File: config.mk
export PLATFORM = sky130hd
export DESIGN_NAME = mem_wb_stage
export DESIGN_NICKNAME = d
export VERILOG_FILES = /design/src/rtl/mem_wb_stage.sv
export SDC_FILE = /design/constraint.sdc
export NUM_CORES = 1
export LEC_CHECK = 0
export ABC_CLOCK_PERIOD_IN_PS = 1500
export BUFFER_PORTS_ARGS = -buffer_cell sky130_fd_sc_hd__buf_2
export CAP_MARGIN = 25
export CORE_AREA = 5 5 107 109
export DETAILED_ROUTE_END_ITERATION = 8
export DIE_AREA = 0 0 112 114
export PLACE_DENSITY_LB_ADDON = 0.2
export SLEW_MARGIN = 20
export SYNTH_ARGS = -nofsm -noshare
export SYNTH_HDL_FRONTEND = slang
export SYNTH_SLANG_ARGS = --single-unit
File: constraint.sdc
create_clock -name CLK -period 1.5 [get_ports CLK]
set_input_delay 0.075 -clock CLK [delete_from_list [all_inputs] [get_ports CLK]]
set_output_delay 0.075 -clock CLK [all_outputs]
set_load 0.1 [all_outputs]
File: src/rtl/mem_wb_stage.sv
// MEM/WB pipeline stage: drives the data-cache request, stalls upstream on a miss and
// registers the writeback bundle. Define ATOMIC_LLSC_EN to build in the ll/sc link register.
module mem_wb_stage (
    input  logic        CLK,
    input  logic        nRST,
    input  logic        ex_dren,
    input  logic        ex_dwen,
    input  logic [31:0] ex_addr,
    input  logic [31:0] ex_store,
    input  logic [31:0] ex_aluout,
    input  logic        ex_regw,
    input  logic [4:0]  ex_wsel,
    input  logic        ex_halt,
    input  logic        ex_ll,
    input  logic        ex_sc,
    output logic        dmemREN,
    output logic        dmemWEN,
    output logic [31:0] dmemaddr,
    output logic [31:0] dmemstore,
    input  logic        dhit,
    input  logic [31:0] dmemload,
    input  logic        snp_inv,
    input  logic [31:0] snp_addr,
    output logic        mem_stall,
    output logic        wb_regw,
    output logic [4:0]  wb_wsel,
    output logic [31:0] wb_wdat,
    output logic        wb_halt
);
    localparam int unsigned DW = 32;
    localparam int unsigned RW = 5;

    typedef enum logic [1:0] {IDLE, WAIT, HALTED} state_t;

    state_t        state_q, state_d;
    logic          wb_regw_q, wb_regw_d;
    logic [RW-1:0] wb_wsel_q, wb_wsel_d;
    logic [DW-1:0] wb_wdat_q, wb_wdat_d;
    logic          wb_halt_q, wb_halt_d;

    logic active_c;
    logic sc_ok_c;
    logic req_c;
    logic stall_c;
    logic done_c;
    logic load_c;

`ifdef ATOMIC_LLSC_EN
    logic          link_valid_q, link_valid_d;
    logic [DW-1:0] link_addr_q, link_addr_d;

    assign sc_ok_c = link_valid_q && (link_addr_q == ex_addr);
`else
    logic unused_c;

    assign unused_c = ^{ex_ll, snp_inv, snp_addr};
    assign sc_ok_c  = 1'b1;
`endif

    // Requests are combinational; reset and HALTED kill them immediately.
    assign active_c  = nRST && (state_q != HALTED);
    assign req_c     = active_c && (ex_dren || ex_dwen) && !(ex_sc && !sc_ok_c);
    assign stall_c   = req_c && !dhit;
    assign done_c    = active_c && !stall_c;
    assign load_c    = ex_dren && !ex_dwen;

    assign dmemREN   = req_c && load_c;
    assign dmemWEN   = req_c && ex_dwen;
    assign dmemaddr  = ex_addr;
    assign dmemstore = ex_store;
    assign mem_stall = stall_c;

    assign wb_regw   = wb_regw_q;
    assign wb_wsel   = wb_wsel_q;
    assign wb_wdat   = wb_wdat_q;
    assign wb_halt   = wb_halt_q;

    // Next state and writeback bundle.
    always_comb begin
        state_d   = state_q;
        wb_regw_d = wb_regw_q;
        wb_wsel_d = wb_wsel_q;
        wb_wdat_d = wb_wdat_q;
        wb_halt_d = wb_halt_q;

        case (state_q)
            IDLE, WAIT: begin
                if (stall_c)      state_d = WAIT;
                else if (ex_halt) state_d = HALTED;
                else              state_d = IDLE;
            end
            HALTED:  state_d = HALTED;
            default: state_d = IDLE;
        endcase

        if (state_q == HALTED) begin
            wb_regw_d = 1'b0;
            wb_halt_d = 1'b1;
        end else if (stall_c) begin
            wb_regw_d = 1'b0;
            wb_halt_d = 1'b0;
        end else begin
            wb_regw_d = ex_regw;
            wb_wsel_d = ex_wsel;
            wb_halt_d = ex_halt;
            if (ex_sc)       wb_wdat_d = DW'(sc_ok_c);
            else if (load_c) wb_wdat_d = dmemload;
            else             wb_wdat_d = ex_aluout;
        end
    end

    always_ff @(posedge CLK or negedge nRST) begin
        if (!nRST) begin
            state_q   <= IDLE;
            wb_regw_q <= 1'b0;
            wb_wsel_q <= '0;
            wb_wdat_q <= '0;
            wb_halt_q <= 1'b0;
        end else begin
            state_q   <= state_d;
            wb_regw_q <= wb_regw_d;
            wb_wsel_q <= wb_wsel_d;
            wb_wdat_q <= wb_wdat_d;
            wb_halt_q <= wb_halt_d;
        end
    end

`ifdef ATOMIC_LLSC_EN
    // Link register: a completing ll outranks any same-cycle invalidation.
    always_comb begin
        link_valid_d = link_valid_q;
        link_addr_d  = link_addr_q;
        if (done_c && ex_sc)
            link_valid_d = 1'b0;
        if (snp_inv && (snp_addr == link_addr_q))
            link_valid_d = 1'b0;
        if (dmemWEN && dhit && (ex_addr == link_addr_q))
            link_valid_d = 1'b0;
        if (done_c && ex_ll && load_c) begin
            link_valid_d = 1'b1;
            link_addr_d  = ex_addr;
        end
    end

    always_ff @(posedge CLK or negedge nRST) begin
        if (!nRST) begin
            link_valid_q <= 1'b0;
            link_addr_q  <= '0;
        end else begin
            link_valid_q <= link_valid_d;
            link_addr_q  <= link_addr_d;
        end
    end
`endif

endmodule

### Word-level counts from Yosys, hierarchy flattened

Index checks and enable logic that the tools add are counted.

* word-level logic and storage cells: 31
* bits in registers: 41
* input port bits: 175

* equal/unequal tests: 3
* bitwise gates (word level): 2
* multiplexer cells: 9
* reduce and logical (&&, ||, !) cells: 12

Operator list (count)
* $mux W32: 2
* $logic_and A1 B1 Y1: 6
* $mux W1: 4
* $mux W2: 2
* $pmux W2 S2: 1
* $eq A2 B1 Y1 const B: 1
* $eq A2 B2 Y1 const B: 1
* $logic_not A1 Y1: 2
* $logic_not A2 Y1: 1
* $ne A2 B2 Y1 const B: 1
* $not A1 Y1: 2
* $reduce_and A2 Y1: 1
* $reduce_or A2 Y1: 1
* $logic_or A1 B1 Y1: 1

### Depth between registers and ports, before layout

* word-level depth: 6
* depth in mapped cells: 5

### Least setup slack after synthesis

Ideal clock, no wire load.

* kind: reg2out
* from: register state_q[1]
* to: output port mem_stall
* data arrival time: 1879 ps
* stages on the path, launching flop included: 3
* path slack: -454 ps
* path through: dfrtp_1 nand2b_2 nor2b_1

* longest elaborated chain between the ends: 4

Ends and longest elaborated chain
* start, declared: line 35 `state_t state_q, state_d;`
* start signal, assigned: line 120 `state_q <= state_d;`
* $ne A2 B2 Y1: line 61 `assign active_c = nRST && (state_q != HALTED);`
* $logic_and A1 B1 Y1: line 61
* $logic_and A1 B1 Y1: line 62 `assign req_c = active_c && (ex_dren || ex_dwen) && !(ex_sc && !sc_ok_c);`
* $logic_and A1 B1 Y1: line 63 `assign stall_c = req_c && !dhit;`
* end, declared: line 24 `output logic mem_stall,`

No other way between the ends.

### Worst setup path in the final report

* from: register state_q[0]
* to: output port dmemWEN

* longest elaborated chain between the ends: 4

Ends and longest elaborated chain
* $ne A2 B2 Y1: line 61
* $logic_and A1 B1 Y1: line 61
* $logic_and A1 B1 Y1: line 62
* $logic_and A1 B1 Y1: line 68 `assign dmemWEN = req_c && ex_dwen;`
* end, declared: line 17 `output logic dmemWEN,`

No other way between the ends.

==> reports/metrics.yaml <==
max_cap_viol_count: 0
avgSynthCellArea_um2: 12.01
grt_max_degree: 22
clkTransAtPathRegs_ps: 80
netlist_area_um2: 2415
final_cells: 404
grt_setup_unrepaired: "false"
violations: "hold timing"
fp.dieW_um: 112
fin_nets: 439
core_um2: 10510
ios: 281
finalSetupViolCount: 0
critical-path-max-stage-delay_ps: 350
portBuffers: 118
clkLatencyLatePin_ps: 290
drt-pass1-iter-count: 3
maxSlewHeadroom: 0.6655
crit_end: "dmemWEN"
cp_slowest_cell: "dfrtp_1"
syn_inst: 201
total_power_mw: 6.876
antenna_found_initial: 0
ir_worst_vdd_mv: 0.8661
critical_path_depth: 3
yosysTopAreaCell: "dfrtp_1"
r2r_end: "wb_wsel[3]"
drc: 0
yosysSeqAreaShare: 0.4249
ant_nets: 0
drive_above_1_share: 0.5644
critPathArrivalTime_ps: 1350
start_kind: "register"
clk_path_buf_depth: 2
cp.required_ps: 1420
dp_slack_ps: 141.1
crit_chain: "nand2b_2 > and3_1 > buf_12"
row_count: 38
slew_violations: 0
ys_types: 24
cts.sinks: 41
dp_cells: 393
grt_pass1_wl_um: 9798
leakage_nw: 1.402
cts-root-buf: "clkbuf_8"
overflow: 0
die_h_um: 114
num_antenna_cells: 0
htree_num_levels: 2
dp_hpwl_um: 4720
gp_congestion: 0.6762
p_per_area_nw_per_um2: 2386
fin_crit_sh: 0.9507
ys.warnings.count: 0
post-cts-setup-buffers: 0
cts_tree: "built"
start_util: 0.2298
dieArea_um2: 12770
synth.area.top_cells: "dfrtp_1 (42%), buf_4 (20%), mux2i_1 (13%)"
wire_per_inst_um: 15.16
crit_start: "state_q[0]"
reg2reg_depth: 3
grt_pass1_vias: 1917
tns_ps: 0
num_vias: 1688
cp_num_buf_inv: 1
syn2layout_area_growth_pct: 19.33
tightest_slew_ps: 505.2
worstSetupPathType: "reg -> out"
n_fill_cell: 1112
numCtsBuffers: 5
synth-seq-cells: 41
crit_path_max_fanout: 8
layout_commonest_cell: "buf_2"
critPathCaptureType: "primary output"
syn_nets: 376
critPathTopFamily: "simple AND/OR/NAND/NOR gates"
track_usage: 0.09569
synth_top_cell_area_share: 0.4249
clock.fmax_mhz: 701.3
hold_class: "in -> async"
totalWireLength_um: 6124
dr.first_iter.drc_count: 33
fin_util: 0.2742
rrSetupSlack_ps: 140
skew_ps: 5.444
hold_viol: 17
whs_ps: -12.03
fin_ws_ps: 73.99
layout_common_cells: "buf_2 (116), dfrtp_1 (41), mux2i_1 (31)"
vias_per_cell: 4.178
rr_startpoint: "state_q[1]"
min_period_ps: 1426
status: "complete, but fails checks"
## per-layer routing
layer | up-vias | part of all wire | track usage
li1 | 769 | - | -
met1 | 809 | 0.38 | 0.1054
met2 | 70 | 0.49 | 0.1627
met3 | 40 | 0.092 | 0.03395
met4 | 0 | 0.041 | 0.05048
met5 | - | 0 | 0
## power breakdown
part	total (mW)	internal [mW]	switching, mW
sequential	1.71	1.50	0.208
combinational	4.42	0.828	3.59
clock	0.750	0.366	0.384
## state kept, by name (all words and copies together) (netlist names)
name and flops:
wb_regw 1, state_q 2, wb_halt 1, wb_wdat 32, wb_wsel 5
## worst min-delay path, delay by kind of cell
family	cells	cell delay (ps)
buffers and inverters	3	650
## cell usage after synthesis (all sizes together)
cell type  count
and2           1
and3           2
buf           74
dfrtp         41
inv            1
mux2           6
mux2i         31
nand2          1
nand2b         2
nor2           2
nor2b          2
o211ai         1
o21a           1
o21ai          3
o22a           1
o2bb2ai       31
or2            1
## kinds of logic (layout without fill, tap and decap cells)
family | after synthesis | in the layout | synth area share
buffers and inverters | 75 | 138 | 0.2373
flip-flops | 41 | 41 | 0.4249
AO/OA/AOI/OAI | 37 | 37 | 0.1508
multiplexers | 37 | 37 | 0.1565
AND/OR/NAND/NOR | 11 | 11 | 0.03057
## layout make-up
type | instances | area (µm²) | area share
clock buffers | 7 | 86.33 | 0.02996
inverters | 1 | 3.754 | 0.001303
flip-flops and latches | 41 | 1026 | 0.3561
repair buffers | 130 | 743.2 | 0.2579
multi-input cells | 85 | 847.1 | 0.2940
well taps | 140 | 175.2 | 0.06079
## worst min path at each step
stage	endpoint	slack, ps	cells after the start
2_1_floorplan	state_q[0]	-220	0
3_3_place_gp	wb_halt	140	2
3_5_place_dp	state_q[1]	140	2
4_1_cts	wb_wsel[2]	1	2
5_1_grt	wb_wsel[3]	0.1	2
6_report	wb_wdat[8]	-10	3
## through the flow
step	area, µm²	hold slack, ps
floorplan	2417	-220.6
global placement	2755	137.5
detailed placement	2755	142.6
CTS	2882	1.487
global route	2882	0.1393
finish	2882	-12.03
## repair_timing
item,CTS,global route
hold buffers,4,0
resized for setup,0,1
hold endpoints to repair,43,0
setup endpoints to repair,0,1
(Power assumes the default switching activity.)
